--- config.mk ---
export PLATFORM = sky130hd
export DESIGN_NAME = ledger_engine
export DESIGN_NICKNAME = d
export VERILOG_FILES = /design/src/rtl/ledger_engine.sv
export SDC_FILE = /design/constraint.sdc
export NUM_CORES = 1
export LEC_CHECK = 0
export BUFFER_PORTS_ARGS = -buffer_cell sky130_fd_sc_hd__buf_4
export CELL_PAD_IN_SITES_DETAIL_PLACEMENT = 1
export CELL_PAD_IN_SITES_GLOBAL_PLACEMENT = 2
export CORE_ASPECT_RATIO = 0.8
export CORE_MARGIN = 2
export CORE_UTILIZATION = 25
export DETAILED_ROUTE_END_ITERATION = 7
export HOLD_SLACK_MARGIN = 0.05
export PLACE_DENSITY_LB_ADDON = 0.1
export SLEW_MARGIN = 20
export SYNTH_ARGS = -nofsm -noshare
export SYNTH_HDL_FRONTEND = slang
export SYNTH_SLANG_ARGS = --single-unit
--- constraint.sdc ---
create_clock -name clock -period 2.2 [get_ports clock]
set_input_delay 0.44 -clock clock [delete_from_list [all_inputs] [get_ports clock]]
set_output_delay 0.44 -clock clock [all_outputs]
set_load 0.01 [all_outputs]
--- src/rtl/ledger_engine.sv ---
// -----------------------------------------------------------------------------
// ledger_engine
//
// Purpose:
//    Small transaction engine over an external record store. Each account
//    record is {key, balance}. The engine can initialise every record, or run
//    one transaction (transfer, deposit, withdraw). Before it writes anything
//    back, it checks the presented key, the available funds and balance
//    overflow. Committed transactions are counted.
//
// Ports:
//    clock      in   rising-edge clock
//    reset      in   synchronous, active-high reset
//    init       in   pulse: write the initial record to every account
//    start      in   pulse: run one transaction described by mode/ids/amount/key
//    mode       in   00 transfer, 01 deposit, 10 withdraw, 11 illegal
//    src_id     in   source account
//    dst_id     in   destination account
//    amount     in   transaction amount
//    key        in   presented key
//    mem_req    out  memory request, held until mem_ack
//    mem_we     out  1 = write, 0 = read
//    mem_addr   out  record address
//    mem_wdata  out  record to write
//    mem_rdata  in   record read, valid in the mem_ack cycle
//    mem_ack    in   request accepted / completed
//    busy       out  engine not idle
//    done       out  one-cycle completion pulse
//    error      out  0 ok, 1 bad key, 2 insufficient, 3 overflow,
//                    4 same id, 5 illegal mode
//    tx_count   out  committed transaction count (wraps)
// -----------------------------------------------------------------------------
module ledger_engine #(
   parameter int               NUM_PLAYERS = 4,
   parameter int               BAL_W       = 8,
   parameter int               KEY_W       = 8,
   parameter int               CNT_W       = 8,
   parameter int               INIT_BAL    = 100,
   parameter logic [KEY_W-1:0] INIT_KEY    = 8'hA5,
   localparam int              ID_W        = $clog2(NUM_PLAYERS),
   localparam int              REC_W       = KEY_W + BAL_W
) (
   input  logic             clock,
   input  logic             reset,
   input  logic             init,
   input  logic             start,
   input  logic [1:0]       mode,
   input  logic [ID_W-1:0]  src_id,
   input  logic [ID_W-1:0]  dst_id,
   input  logic [BAL_W-1:0] amount,
   input  logic [KEY_W-1:0] key,
   output logic             mem_req,
   output logic             mem_we,
   output logic [ID_W-1:0]  mem_addr,
   output logic [REC_W-1:0] mem_wdata,
   input  logic [REC_W-1:0] mem_rdata,
   input  logic             mem_ack,
   output logic             busy,
   output logic             done,
   output logic [2:0]       error,
   output logic [CNT_W-1:0] tx_count
);

   typedef enum logic [2:0] {
      S_IDLE,
      S_INIT,
      S_RD_SRC,
      S_RD_DST,
      S_CHECK,
      S_WR_SRC,
      S_WR_DST,
      S_FIN
   } state_e;

   typedef enum logic [1:0] {
      MODE_XFER = 2'b00,
      MODE_DEP  = 2'b01,
      MODE_WDR  = 2'b10,
      MODE_ILL  = 2'b11
   } mode_e;

   typedef enum logic [2:0] {
      ERR_OK    = 3'd0,
      ERR_KEY   = 3'd1,
      ERR_FUNDS = 3'd2,
      ERR_OVF   = 3'd3,
      ERR_SAME  = 3'd4,
      ERR_MODE  = 3'd5
   } err_e;

   localparam logic [ID_W-1:0] LAST_ID = ID_W'(NUM_PLAYERS - 1);

   // Initial record for one account: the base key is personalised by the id.
   function automatic logic [REC_W-1:0] init_rec(input logic [ID_W-1:0] id);
      return {INIT_KEY ^ KEY_W'(id), BAL_W'(INIT_BAL)};
   endfunction

   // ---------------------------------------------------------------------------
   // State and registered outputs
   // ---------------------------------------------------------------------------
   state_e             state_q,     state_d;
   mode_e              mode_q,      mode_d;
   logic [ID_W-1:0]    src_q,       src_d;
   logic [ID_W-1:0]    dst_q,       dst_d;
   logic [BAL_W-1:0]   amt_q,       amt_d;
   logic [KEY_W-1:0]   key_q,       key_d;
   logic [REC_W-1:0]   src_rec_q,   src_rec_d;
   logic [REC_W-1:0]   dst_rec_q,   dst_rec_d;
   logic [ID_W-1:0]    idx_q,       idx_d;
   logic               mem_req_q,   mem_req_d;
   logic               mem_we_q,    mem_we_d;
   logic [ID_W-1:0]    mem_addr_q,  mem_addr_d;
   logic [REC_W-1:0]   mem_wdata_q, mem_wdata_d;
   logic               busy_q,      busy_d;
   logic               done_q,      done_d;
   err_e               error_q,     error_d;
   logic [CNT_W-1:0]   tx_count_q,  tx_count_d;

   // ---------------------------------------------------------------------------
   // CHECK-stage evaluation of the captured records
   // ---------------------------------------------------------------------------
   logic [KEY_W-1:0] src_key, dst_key;
   logic [BAL_W-1:0] src_bal, dst_bal;
   logic [BAL_W:0]   dst_sum;        // one extra bit exposes overflow
   logic             uses_src, uses_dst;
   logic [REC_W-1:0] src_new, dst_new;
   err_e             check_err;

   assign src_key  = src_rec_q[REC_W-1 -: KEY_W];
   assign src_bal  = src_rec_q[BAL_W-1:0];
   assign dst_key  = dst_rec_q[REC_W-1 -: KEY_W];
   assign dst_bal  = dst_rec_q[BAL_W-1:0];
   assign dst_sum  = {1'b0, dst_bal} + {1'b0, amt_q};
   assign uses_src = (mode_q != MODE_DEP);
   assign uses_dst = (mode_q != MODE_WDR);
   assign src_new  = {src_key, src_bal - amt_q};
   assign dst_new  = {dst_key, dst_sum[BAL_W-1:0]};

   // First failing rule wins: key, then funds, then overflow.
   always_comb begin
      check_err = ERR_OK;
      if ((mode_q == MODE_DEP) ? (dst_key != key_q) : (src_key != key_q)) begin
         check_err = ERR_KEY;
      end else if (uses_src && (src_bal < amt_q)) begin
         check_err = ERR_FUNDS;
      end else if (uses_dst && dst_sum[BAL_W]) begin
         check_err = ERR_OVF;
      end
   end

   // ---------------------------------------------------------------------------
   // Next-state logic
   // ---------------------------------------------------------------------------
   always_comb begin
      // NOTE: every *_d starts from its current value so that no path through
      // the case statement leaves a variable unassigned (which would infer a latch).
      state_d     = state_q;
      mode_d      = mode_q;
      src_d       = src_q;
      dst_d       = dst_q;
      amt_d       = amt_q;
      key_d       = key_q;
      src_rec_d   = src_rec_q;
      dst_rec_d   = dst_rec_q;
      idx_d       = idx_q;
      mem_req_d   = mem_req_q;
      mem_we_d    = mem_we_q;
      mem_addr_d  = mem_addr_q;
      mem_wdata_d = mem_wdata_q;
      done_d      = 1'b0;
      error_d     = error_q;
      tx_count_d  = tx_count_q;

      unique case (state_q)
         S_IDLE: begin
            mem_req_d = 1'b0;
            mem_we_d  = 1'b0;
            if (init) begin
               // init wins over a simultaneous start
               error_d     = ERR_OK;
               idx_d       = '0;
               state_d     = S_INIT;
               mem_req_d   = 1'b1;
               mem_we_d    = 1'b1;
               mem_addr_d  = '0;
               mem_wdata_d = init_rec('0);
            end else if (start) begin
               mode_d  = mode_e'(mode);
               src_d   = src_id;
               dst_d   = dst_id;
               amt_d   = amount;
               key_d   = key;
               error_d = ERR_OK;
               if (mode_e'(mode) == MODE_ILL) begin
                  state_d = S_FIN;
                  error_d = ERR_MODE;
                  done_d  = 1'b1;
               end else if ((mode_e'(mode) == MODE_XFER) && (src_id == dst_id)) begin
                  state_d = S_FIN;
                  error_d = ERR_SAME;
                  done_d  = 1'b1;
               end else if (mode_e'(mode) == MODE_DEP) begin
                  state_d    = S_RD_DST;
                  mem_req_d  = 1'b1;
                  mem_addr_d = dst_id;
               end else begin
                  state_d    = S_RD_SRC;
                  mem_req_d  = 1'b1;
                  mem_addr_d = src_id;
               end
            end
         end

         S_INIT: begin
            if (mem_ack) begin
               if (idx_q == LAST_ID) begin
                  state_d   = S_FIN;
                  mem_req_d = 1'b0;
                  mem_we_d  = 1'b0;
                  error_d   = ERR_OK;
                  done_d    = 1'b1;
               end else begin
                  idx_d       = idx_q + ID_W'(1);
                  mem_addr_d  = idx_q + ID_W'(1);
                  mem_wdata_d = init_rec(idx_q + ID_W'(1));
               end
            end
         end

         S_RD_SRC: begin
            if (mem_ack) begin
               src_rec_d = mem_rdata;
               if (mode_q == MODE_XFER) begin
                  state_d    = S_RD_DST;
                  mem_addr_d = dst_q;
               end else begin
                  state_d   = S_CHECK;
                  mem_req_d = 1'b0;
               end
            end
         end

         S_RD_DST: begin
            if (mem_ack) begin
               dst_rec_d = mem_rdata;
               state_d   = S_CHECK;
               mem_req_d = 1'b0;
            end
         end

         S_CHECK: begin
            if (check_err != ERR_OK) begin
               state_d = S_FIN;
               error_d = check_err;
               done_d  = 1'b1;
            end else if (mode_q == MODE_DEP) begin
               state_d     = S_WR_DST;
               mem_req_d   = 1'b1;
               mem_we_d    = 1'b1;
               mem_addr_d  = dst_q;
               mem_wdata_d = dst_new;
            end else begin
               state_d     = S_WR_SRC;
               mem_req_d   = 1'b1;
               mem_we_d    = 1'b1;
               mem_addr_d  = src_q;
               mem_wdata_d = src_new;
            end
         end

         S_WR_SRC: begin
            if (mem_ack) begin
               if (mode_q == MODE_XFER) begin
                  // transfer debits the source before crediting the destination
                  state_d     = S_WR_DST;
                  mem_addr_d  = dst_q;
                  mem_wdata_d = dst_new;
               end else begin
                  state_d    = S_FIN;
                  mem_req_d  = 1'b0;
                  mem_we_d   = 1'b0;
                  done_d     = 1'b1;
                  tx_count_d = tx_count_q + CNT_W'(1);
               end
            end
         end

         S_WR_DST: begin
            if (mem_ack) begin
               state_d    = S_FIN;
               mem_req_d  = 1'b0;
               mem_we_d   = 1'b0;
               done_d     = 1'b1;
               tx_count_d = tx_count_q + CNT_W'(1);
            end
         end

         S_FIN: begin
            // done was raised on entry; error stays until the next acceptance
            state_d = S_IDLE;
         end

         default: begin
            state_d   = S_IDLE;
            mem_req_d = 1'b0;
            mem_we_d  = 1'b0;
         end
      endcase

      busy_d = (state_d != S_IDLE);
   end

   // ---------------------------------------------------------------------------
   // Registers (synchronous reset clears everything, abandoning any access)
   // ---------------------------------------------------------------------------
   always_ff @(posedge clock) begin
      // NOTE: non-blocking assignments here so every flop samples the values
      // computed for this edge, independent of statement order.
      if (reset) begin
         state_q     <= S_IDLE;
         mode_q      <= MODE_XFER;
         src_q       <= '0;
         dst_q       <= '0;
         amt_q       <= '0;
         key_q       <= '0;
         src_rec_q   <= '0;
         dst_rec_q   <= '0;
         idx_q       <= '0;
         mem_req_q   <= 1'b0;
         mem_we_q    <= 1'b0;
         mem_addr_q  <= '0;
         mem_wdata_q <= '0;
         busy_q      <= 1'b0;
         done_q      <= 1'b0;
         error_q     <= ERR_OK;
         tx_count_q  <= '0;
      end else begin
         state_q     <= state_d;
         mode_q      <= mode_d;
         src_q       <= src_d;
         dst_q       <= dst_d;
         amt_q       <= amt_d;
         key_q       <= key_d;
         src_rec_q   <= src_rec_d;
         dst_rec_q   <= dst_rec_d;
         idx_q       <= idx_d;
         mem_req_q   <= mem_req_d;
         mem_we_q    <= mem_we_d;
         mem_addr_q  <= mem_addr_d;
         mem_wdata_q <= mem_wdata_d;
         busy_q      <= busy_d;
         done_q      <= done_d;
         error_q     <= error_d;
         tx_count_q  <= tx_count_d;
      end
   end

   assign mem_req   = mem_req_q;
   assign mem_we    = mem_we_q;
   assign mem_addr  = mem_addr_q;
   assign mem_wdata = mem_wdata_q;
   assign busy      = busy_q;
   assign done      = done_q;
   assign error     = error_q;
   assign tx_count  = tx_count_q;

endmodule

==> key figures, run 1 <==
Outcome
  – Status: complete, but fails checks
  – Failing checks: setup timing

Worst setup path
  – Critical-path maximum fanout: 10
  – Required time worst endpoint: 2.43 ns
  – Crit path capture type: register
  – Max stage delay cell, worst path: dfxtp_4
  – CP max stage delay: around 0.38 ns
  – Cell family with most CP delay: compound AO/OA/AOI/OAI gates
  – Worst R2R Path Depth: 12
  – Critical path arrival: 2.60 ns
  – Worst-path cell chain: ha_4, inv_2, fa_2, nor2b_4, o2111ai_4, a31o_4, o211ai_1, buf_4, nor3_4, buf_12, o211ai_1, o21ai_1
  – CP most frequent cell: o211ai_1
  – Reg2Reg Setup Slack: -0.17 ns
  – CP startpoint kind: register
  – Crit path depth: 12
  – Kind of critical path: reg -> reg
  – Buf/Inv on CP: 3

Placement
  – IO buf count: 75
  – Pre-CTS setup slack: -0.413 ns
  – RePlAce Congestion: 0.846
  – Detailed Place HPWL: around 16,000 um

Synth
  – Simple-gate portion of the synthesized area: 24.4%
  – Area leader, netlist: dfxtp_1
  – Post-Syn Area: 0.00510 sq mm
  – Post-synthesis net count: 732
  – Yosys reg bits: 92
  – Largest cells by area after synthesis: dfxtp_1 36%, nand2_1 10%, a21oi_1 8.5%, ha_1 4.4%, nor2_1 2.9%
  – Main combinational cell family by area after synthesis: simple AND/OR/NAND/NOR gates
  – Post-synthesis cell count: roughly 670
  – Compound-gate portion of the synthesized area: 22.7%
  – Post-Synth Adder-Cell Area: 5.20%
  – Post-synthesis xor/xnor area fraction: between 4 and 5%
  – Ys flop type: dfxtp_1
  – Average size of a mapped cell: 7.63 sq um
  – Multiplexer share of the synthesized area: under 10%
  – Post-synth EDFFs: 0
  – Sequential element share of the synthesized area: between 30% and 40%
  – Post-synth ARST share: 0%
  – Number of synthesis warnings: 0
  – Unique masters post-synth: 61
  – Share of the synthesized area in the top cell type: 36.1%

Routing
  – Final WL: 20,400 um
  – Vias: approximately 5,300
  – Vias per cell: just under 5
  – Initial DRC Count: 245
  – Antenna viol nets, final: 0
  – DRC Markers: 0
  – Routed wire per std cell: around 19 um
  – First drt pass iteration count: 4

STA
  – Least-Margin Pin Slew: about 0.65 ns
  – Setup Viol. Count Final: 19
  – Final cycle utilization of the critical path: 108%
  – Setup ws final: -0.169 ns
  – Setup_tns: -2.00 ns
  – Final hold vios: 0
  – Fmax: ~420 MHz
  – Minimum clock period: around 2.4 ns
  – Slew headroom: between 50% and 60%
  – Unrepaired setup endpoints after global routing: true
  – Clock Skew: roughly 0.015 ns
  – Max Slew Vio Count: 0

Clock tree
  – CTS Sinks: slightly above 90
  – CTS clk-pin slew, worst paths: roughly 0.070 ns
  – Clock root buffer master: clkbuf_16
  – Worst-skew pair later-pin latency: about 0.36 ns
  – H-tree depth: 3
  – Max clock buf depth: 2
  – CTS buffer count: 9
  – CTS tree: done

GRT
  – Largest net degree at the start of global routing: about 60
  – First-pass GRT wire length: between 30,000 and 40,000 um
  – GRT Util Overall: around a fifth
  – Vias in the first global route: 5,448
  – Grt total ovfl: 0
  – Antenna violations before repair: 0

Floorplan
  – # IOs: 76
  – Die H: about 130 um
  – Width of the die: around 160 um
  – CORE AREA: approximately 0.02 sq mm
  – Initial Util: 25.6%
  – Die Area: roughly 0.022 sq mm
  – Row count: 46

Power
  – Total Power: between 5 and 6 mW
  – Leakage power: between 2 and 3 nW
  – Pwr/cell area: about 740 mW/mm^2
  – VDD IR max: approximately 0.34 mV

Flow run
  – Max-cap violations: 0

Finish
  – Nets@finish: around 890
  – Share of post-route cells with drive strength above 1: 31.3%
  – Antenna Cells: 0
  – Layout-stage area growth over the synthesis result: 42.4%

Hold path
  – Worst Hold Class: in -> reg
  – Hold path depth: 3
-- power by group --
group / leakage, nW / switching (mW) / internal [mW]
Combinational: 2.01 / 1.01 / 0.916
Sequential: 0.750 / 0.120 / 1.80
Clock: 0.129 / 0.741 / 0.776
-- tightest hold or removal path: stages --
cell and delay [ns]:
buf_4 0.11, nand2_1 0.05, a21oi_1 0.05
-- sequential cells by signal, summed over array words and instances, names as in the netlist --
signal     flops
src_rec_q     16
mem_req        1
mem_addr       2
done           1
mem_wdata     16
idx_q          2
dst_rec_q     16
key_q          8
tx_count       8
mode_q         2
error          3
dst_q          2
mem_we         1
busy           1
state_q        3
amt_q          8
src_q          2
-- final cells by class --
class | instances | area, sq um
sequential | 92 | 1850
timing repair buffer | 184 | 1440
multi-input combinational | 521 | 3310
inverter | 17 | 67.6
fill | 2440 | 12600
tap | 264 | 330
clock buffer | 10 | 229
clock inverter | 6 | 46.3
-- what timing repair did --
action,CTS,global route
pin swaps,20,13
buffers inserted,9,4
resized for setup,37,26
setup endpoints to repair,28,29
gates cloned,1,0
hold buffers,0,0
-- path summary, 6_finish.rpt --
kind                 startpoint       endpoint
setup reg to reg       amt_q[0]   mem_wdata[6]
setup / recovery       amt_q[0]   mem_wdata[6]
hold reg to reg   mem_wdata[10]  mem_wdata[10]
hold / removal           key[4]       key_q[4]
-- layout by cell type (no fill, tap or decap), types with 4 or more instances in the layout --
master,Yosys,layout
buf_6,1,6
nand3_1,12,12
xnor2_1,11,11
and3_1,5,4
nor3_1,15,9
nor3_2,1,4
a21o_1,4,4
o21a_1,6,6
a31oi_1,8,8
xor2_1,15,15
dfxtp_2,0,4
o21ai_0,29,17
nor2b_1,10,7
nor2_1,39,38
nand2b_1,12,12
a22oi_1,11,10
a211oi_1,9,7
o21ai_1,0,5
o22ai_1,7,7
and2_1,5,5
inv_1,17,13
ha_1,18,16
nand2_1,141,141
o21ai_2,0,7
or3_1,8,6
buf_4,1,174
clkbuf_16,0,9
mux2i_1,12,10
dfxtp_1,92,87
a21oi_1,87,84
-- synth_stat cells, drive strengths merged, types with 3 or more instances --
master / count
a21o: 4
dfxtp: 92
o21a: 6
inv: 17
nand2b: 12
a31oi: 8
a211oi: 9
a2111oi: 3
and3: 5
buf: 9
o21ai: 29
mux2i: 12
o22ai: 7
xor2: 15
or3: 8
nor2b: 10
nand2: 141
nor3: 16
nor2: 39
o31ai: 5
and2: 6
nor4: 3
ha: 18
a21oi: 87
or2: 3
xnor2: 11
o2111ai: 4
nor3b: 5
nand4: 4
o211ai: 3
nand3: 12
a22oi: 12
clkbuf: 30
-- stage by stage --
stage | instances | area [sq um] | hold slack (ns) | util [%]
2_1_floorplan | 669 | 5170 | 0.433 | -
3_3_place_gp | 1066 | 6660 | 0.449 | 33.4
3_5_place_dp | 1066 | 6660 | 0.462 | 33.4
4_1_cts | 1090 | 7120 | 0.309 | 35.7
5_1_grt | 1094 | 7270 | 0.318 | 36.5
6_report | 1094 | 7270 | 0.327 | 36.5
-- per-layer routing --
layer / wire length (um) / vias to the layer above / track usage, %
met5: 0 / - / 0
met4: 328 / 0 / 4.00
met3: 639 / 15 / 3.18
met2: 8360 / 81 / 27.6
met1: 11000 / 2554 / 30.0
li1: - / 2660 / -
-- logic make-up after synthesis --
logic type      after synthesis
xor+xnor                     26
compound gates              190
buf+inv                      56
simple gates                271
flops                        92
mux                          14
fa+ha+maj                    20
(Power assumes the default switching activity.)
==> run 2, diff against run 1 <==
- ABC_AREA: not set -> 1
- CORE_ASPECT_RATIO: 0.8 -> 2
==> run 2 against run 1 <==
Effect of this change:
- the flow now finishes without violations
- non-clock buffer count is 45 lower
- first-iteration DRC count is 30% lower
- utilization is 2.3 points lower
- worst setup slack better by 0.29 ns
- hold slack worse by 0.012 ns
- sequential share of layout area is 1.9 points higher
- clock skew is 0.00093 ns higher
- cell count is 5.6% higher
- synthesized cell count is 14% higher
- critical path type unchanged
==> key figures, run 2 <==
Finish
  – Most frequent cells in the layout: 168 x nand2_1, 135 x buf_4, 83 x a21oi_1, 80 x dfxtp_1, 79 x nor2_1
  – Sequential cell area: ~0.0019 sq mm
  – Fin area: slightly below 0.007 sq mm
  – Share of post-route cells with drive strength above 1: between 20% and 30%
  – # fillers: between 2,000 and 3,000
  – Nets@finish: roughly 950
  – Commonest non-fill, non-tap cell in the layout: nand2_1
  – Multi-input gate area: between 0.002 and 0.003 sq mm
  – Antenna Cells: 0
  – Layout-stage area growth over the synthesis result: 33.7%

Worst setup path
  – Critical path arrival: approximately 2.3 ns
  – Critical-path maximum fanout: 5
  – CP startpoint kind: register
  – Kind of critical path: reg -> reg
  – Crit path capture type: register
  – Required time worst endpoint: between 2 and 2.5 ns

Placement
  – IO buf count: 75
  – RePlAce Congestion: just under 0.9
  – Detailed Place HPWL: roughly 17,000 um
  – Placed Instance Area: around 0.0063 sq mm

STA
  – Max Slew Vio Count: 0
  – Setup Viol. Count Final: 0
  – Slew headroom: 57.1%
  – Final cycle utilization of the critical path: roughly 95%
  – Final hold vios: 0
  – Setup_tns: 0 ns
  – Clock Skew: about 0.016 ns
  – Minimum clock period: between 2 and 2.5 ns
  – Fmax: between 400 and 500 MHz
  – Unrepaired setup endpoints after global routing: true
  – Least-Margin Pin Slew: 0.643 ns

Synth
  – Post-synth EDFFs: 0
  – Cell with the most instances after synthesis: nand2_1
  – Number of synthesis warnings: 0
  – Largest cells by area after synthesis: dfxtp_1 36%, nand2_1 13%, a21oi_1 8.5%, o21ai_0 7.0%, inv_1 6.0%
  – Post-synth ARST share: 0%
  – Post-synthesis net count: slightly above 800
  – Average size of a mapped cell: about 6.7 sq um
  – Yosys reg bits: ~90
  – Sequential element share of the synthesized area: about 36%
  – Share of the synthesized area in the top cell type: roughly 36%
  – Area leader, netlist: dfxtp_1
  – Unique masters post-synth: 42
  – Ys flop type: dfxtp_1
  – Post-synthesis cell count: ~770
  – Commonest cells post-synth: 173 x nand2_1, 92 x dfxtp_1, 86 x a21oi_1
  – Post-Syn Area: approximately 0.005 sq mm

Routing
  – Initial DRC Count: between 150 and 200
  – Vias: 5,612
  – Antenna viol nets, final: 0
  – Final WL: approximately 21,000 um
  – Routed wire per std cell: roughly 18 um
  – Vias per cell: 4.86
  – DRC Markers: 0
  – First drt pass iteration count: 4

Clock tree
  – Max clock buf depth: 2
  – Worst-skew pair later-pin latency: roughly 0.36 ns
  – CTS buffer count: 9
  – H-tree depth: 3
  – Clock root buffer master: clkbuf_16
  – CTS Sinks: roughly 90
  – CTS tree: done
  – Cts hold-fix bufs: 0
  – CTS clk-pin slew, worst paths: roughly 0.070 ns

Floorplan
  – # IOs: 76
  – Initial Util: about a quarter
  – CORE AREA: 0.0199 sq mm
  – Row count: 73
  – Die Area: roughly 0.022 sq mm
  – Width of the die: about 100 um
  – Die H: ~210 um

Hold path
  – Worst Hold Class: in -> reg

Power
  – VDD IR max: 0.362 mV
  – Reg power frac: about a third
  – Sw frac: between 30% and 40%
  – Logic pwr share: 41.2%
  – Sw Pwr: 2.39 mW
  – Clk network pwr share: roughly a quarter
  – Pwr/cell area: between 800 and 900 mW/mm^2
  – Int Power: ~3.7 mW
  – Leakage power: 3.02 nW

GRT
  – Grt total ovfl: 0
  – GRT Util Overall: between 10% and 20%
  – Largest net degree at the start of global routing: 62
  – Vias in the first global route: 5,905
  – First-pass GRT wire length: 32,000 um
  – Antenna violations before repair: 0

Outcome
  – Status: finished, final reports clean

Flow run
  – Max-cap violations: 0
==> run 2: cell count changes in the layout (fill, tap and decap cells not counted), sizes merged, moves of 16 or more <==
| cell | change |
|---|---|
| nor2 | +48 |
| o21ai | +45 |
| inv | +72 |
| buf | -45 |
| nand4 | +16 |
| nand3 | +47 |
| nand2 | +36 |
==> run 2: layout make-up <==
type                    count  area share, %
repair buffers            139           15.7
clock inverters             5          0.533
flip-flops and latches     92           27.3
inverters                  90           4.96
clock buffers              11           3.42
multi-input cells         556           43.2
well taps                 262           4.82
==> run 2: path summary, 6_finish.rpt <==
check,depth (start not counted),endpoint,startpoint,slack (ns)
setup / recovery,14,busy,amt_q[3],0.12
hold / removal,3,src_rec_q[13],mem_rdata[13],0.31
setup reg to reg,14,busy,amt_q[3],0.12
hold reg to reg,2,dst_q[0],dst_q[0],0.47
==> run 2: power groups by stage <==
| stage | logic (mW) | clock network (mW) | registers, mW |
|---|---|---|---|
| after floorplan | 1.31 | 0 | 2.08 |
| after global placement | 2.30 | 0 | 2.11 |
| after detailed placement | 2.34 | 0 | 2.11 |
| after CTS | 2.40 | 1.56 | 2.07 |
| after global routing | 2.79 | 1.63 | 2.11 |
| final | 2.51 | 1.50 | 2.08 |
==> run 2: cell families after synthesis <==
group | share of synthesized area (%)
AOI/OAI and AO/OA | 18.1
and+or+nand+nor | 30.4
xor gates and xnor gates | 0.688
DFF | 36.2
buffers and inverters | 9.46
adders and majority gates | 5.21
==> run 2: per-layer routing <==
layer  track usage (%)  wire length [um]  vias to the layer above
li1                  -                 -                     2767
met1              17.6              7200                     2713
met2              42.2             12400                       91
met3              2.15               379                       41
met4              9.95              1120                        0
met5                 0                 0                        -
==> run 2: timing repair <==
item	CTS	global route
gates cloned	2	0
pin swaps	2	14
buffers inserted	0	6
endpoints found under the setup margin	19	35
gates resized for setup	8	47
==> run 2: critical path: stages, from the launching register on <==
cell and delay (ns):
dfxtp_1 0.36, ha_2 0.33, a21oi_1 0.17, nand2_2 0.08
nand2_1 0.07, nand2_2 0.06, nand2_2 0.06, nand2_2 0.06
inv_2 0.07, nand3_4 0.11, buf_4 0.16, nand2_2 0.11
nand3_1 0.12, o21ai_1 0.15, nand2_1 0.06
==> run 2: through the flow <==
step | hold WS [ns] | setup WS (ns) | total power, mW | util [%] | instances
floorplan | 0.430 | 0.142 | 3.38 | - | 765
global placement | 0.449 | -0.00102 | 4.40 | 31.6 | 1131
detailed placement | 0.459 | -0.0309 | 4.44 | 31.6 | 1131
CTS | 0.310 | 0.0160 | 6.03 | 33.2 | 1149
global route | 0.319 | -0.0400 | 6.53 | 34.2 | 1155
finish | 0.315 | 0.119 | 6.10 | 34.2 | 1155
==> run 3, diff against run 2 <==
- CORE_UTILIZATION: 25 -> 29
- CTS_BUF_LIST: not set -> sky130_fd_sc_hd__clkbuf_2 sky130_fd_sc_hd__clkbuf_4 sky130_fd_sc_hd__clkbuf_8
==> run 3 against run 2 <==
Effect of this change:
- cell count shrank 5.6%
- total power shrank 5.6%
- clock skew grew 0.0036 ns
- wire length shrank 1.9%
- global-route usage grew 2.3 points
- critical path depth shrank 6
- clock-buffer cell count shrank 1
- cell area shrank 2.8%
- via count shrank 1.1%
- first-iteration DRC count shrank 9.9%
- worst setup slack lost 0.0099 ns
- critical endpoint unchanged
- highest routed layer unchanged
==> key figures, run 3 (same netlist as run 2, synthesis figures left out) <==
Worst setup path
  – Worst R2R Path Depth: 8
  – Critical path arrival: between 2 and 2.5 ns
  – Critical-path maximum fanout: 7
  – Required time worst endpoint: 2.48 ns
  – Crit path capture type: register
  – Kind of critical path: reg -> reg
  – CP startpoint kind: register

Clock tree
  – CTS buffer count: 9
  – Clock root buffer master: clkbuf_8
  – Worst-skew pair later-pin latency: between 0.3 and 0.4 ns
  – CTS Sinks: between 90 and 100
  – Cts hold-fix bufs: 0
  – Max clock buf depth: 2
  – H-tree depth: 3
  – CTS clk-pin slew, worst paths: approximately 0.1 ns
  – CTS tree: done

GRT
  – Vias in the first global route: ~6,100
  – GRT Util Overall: between 20 and 25%
  – First-pass GRT wire length: 31,500 um
  – Antenna violations before repair: 0
  – Largest net degree at the start of global routing: 33
  – Grt total ovfl: 0

STA
  – Minimum clock period: around 2.1 ns
  – Setup Viol. Count Final: 0
  – Clock Skew: roughly 0.019 ns
  – Fmax: roughly 480 MHz
  – Final hold vios: 0
  – Max Slew Vio Count: 0
  – Unrepaired setup endpoints after global routing: true
  – Least-Margin Pin Slew: approximately 0.75 ns
  – Setup_tns: 0 ns
  – Slew headroom: 49.8%
  – Final cycle utilization of the critical path: between 90% and 100%

Routing
  – Initial DRC Count: roughly 160
  – Vias: between 5,000 and 6,000
  – First drt pass iteration count: 4
  – DRC Markers: 0
  – Vias per cell: between 5 and 6
  – Antenna viol nets, final: 0
  – Routed wire per std cell: ~19 um
  – Final WL: 20,700 um

Power
  – Pwr/cell area: slightly below 900 mW/mm^2
  – VDD IR max: approximately 0.3 mV
  – Leakage power: around 2.9 nW

Floorplan
  – Row count: 68
  – Width of the die: approximately 100 um
  – Die H: around 190 um
  – # IOs: between 70 and 80
  – CORE AREA: ~0.017 sq mm
  – Initial Util: between 20% and 30%
  – Die Area: roughly 0.019 sq mm

Flow run
  – Max-cap violations: 0

Hold path
  – Worst Hold Class: in -> reg
  – Hold path depth: 3

Finish
  – Share of post-route cells with drive strength above 1: between 20% and 30%
  – Fin area: between 0.006 and 0.007 sq mm
  – Layout Cells excl Fill: around 1,100
  – Antenna Cells: 0
  – Layout-stage area growth over the synthesis result: 29.9%
  – Commonest non-fill, non-tap cell in the layout: nand2_1
  – Nets@finish: around 940
  – Most frequent cells in the layout: 162 x nand2_1, 122 x buf_4, 83 x a21oi_1, 80 x nor2_1, 78 x dfxtp_1

Placement
  – Placed Instance Area: slightly above 0.006 sq mm
  – RePlAce Congestion: between 0.9 and 1
  – Detailed Place HPWL: 16,200 um
  – IO buf count: 75
  – Placed cells: 1,067

Outcome
  – Status: finished, final reports clean
[run 3: per-stage QoR]
step	power, mW	worst slack (ns)	util (%)	hold WS, ns
2_1_floorplan	3.38	0.142	-	0.430
3_3_place_gp	4.30	0.0368	35.4	0.447
3_5_place_dp	4.34	-0.0353	35.4	0.458
4_1_cts	5.59	0.00956	36.6	0.266
5_1_grt	6.15	-0.0357	38.3	0.265
6_report	5.76	0.109	38.3	0.276
[run 3: what timing repair did]
item                                    in CTS  in global routing
gates resized for setup                      4                 63
pin swaps                                    0                 14
cloned                                       0                  3
setup buffers                                0                  4
endpoints found under the setup margin      20                 46
[run 3: where the power goes]
part           total, mW  switching, mW  internal (mW)
logic               2.42           1.46          0.960
clock network       1.25          0.696          0.550
registers           2.09          0.189           1.90
[run 3: path summary, 6_finish.rpt]
| kind | slack, ns | start | end |
|---|---|---|---|
| max reg2reg | 0.11 | state_q[0] | busy |
| max | 0.11 | state_q[0] | busy |
| min reg2reg | 0.47 | dst_q[0] | dst_q[0] |
| min | 0.28 | mem_rdata[9] | src_rec_q[9] |
[run 3: layout make-up]
class / instances / area [sq um]
clock buffer: 10 / 131
clock inverter: 6 / 68.8
fill: 2232 / 10700
inverter: 90 / 340
multi-input combinational: 556 / 2980
sequential: 92 / 1870
tap: 210 / 263
timing repair buffer: 126 / 963
[run 3: routing by layer]
layer / vias up / global-route usage, % / part of all wire, %
li1: 2740 / - / -
met1: 2654 / 19.7 / 33
met2: 108 / 45.2 / 58
met3: 51 / 2.45 / 2.0
met4: 0 / 14.4 / 6.8
met5: - / 0 / 0
[run 3: critical path, cell delays in order, from the launching register on]
cell	delay [ns]
dfxtp_2	0.46
inv_1	0.06
nand3_1	0.19
o21ai_0	0.24
o22ai_1	0.21
nor3b_1	0.35
nand3_1	0.17
o21ai_0	0.21
nand2_1	0.09
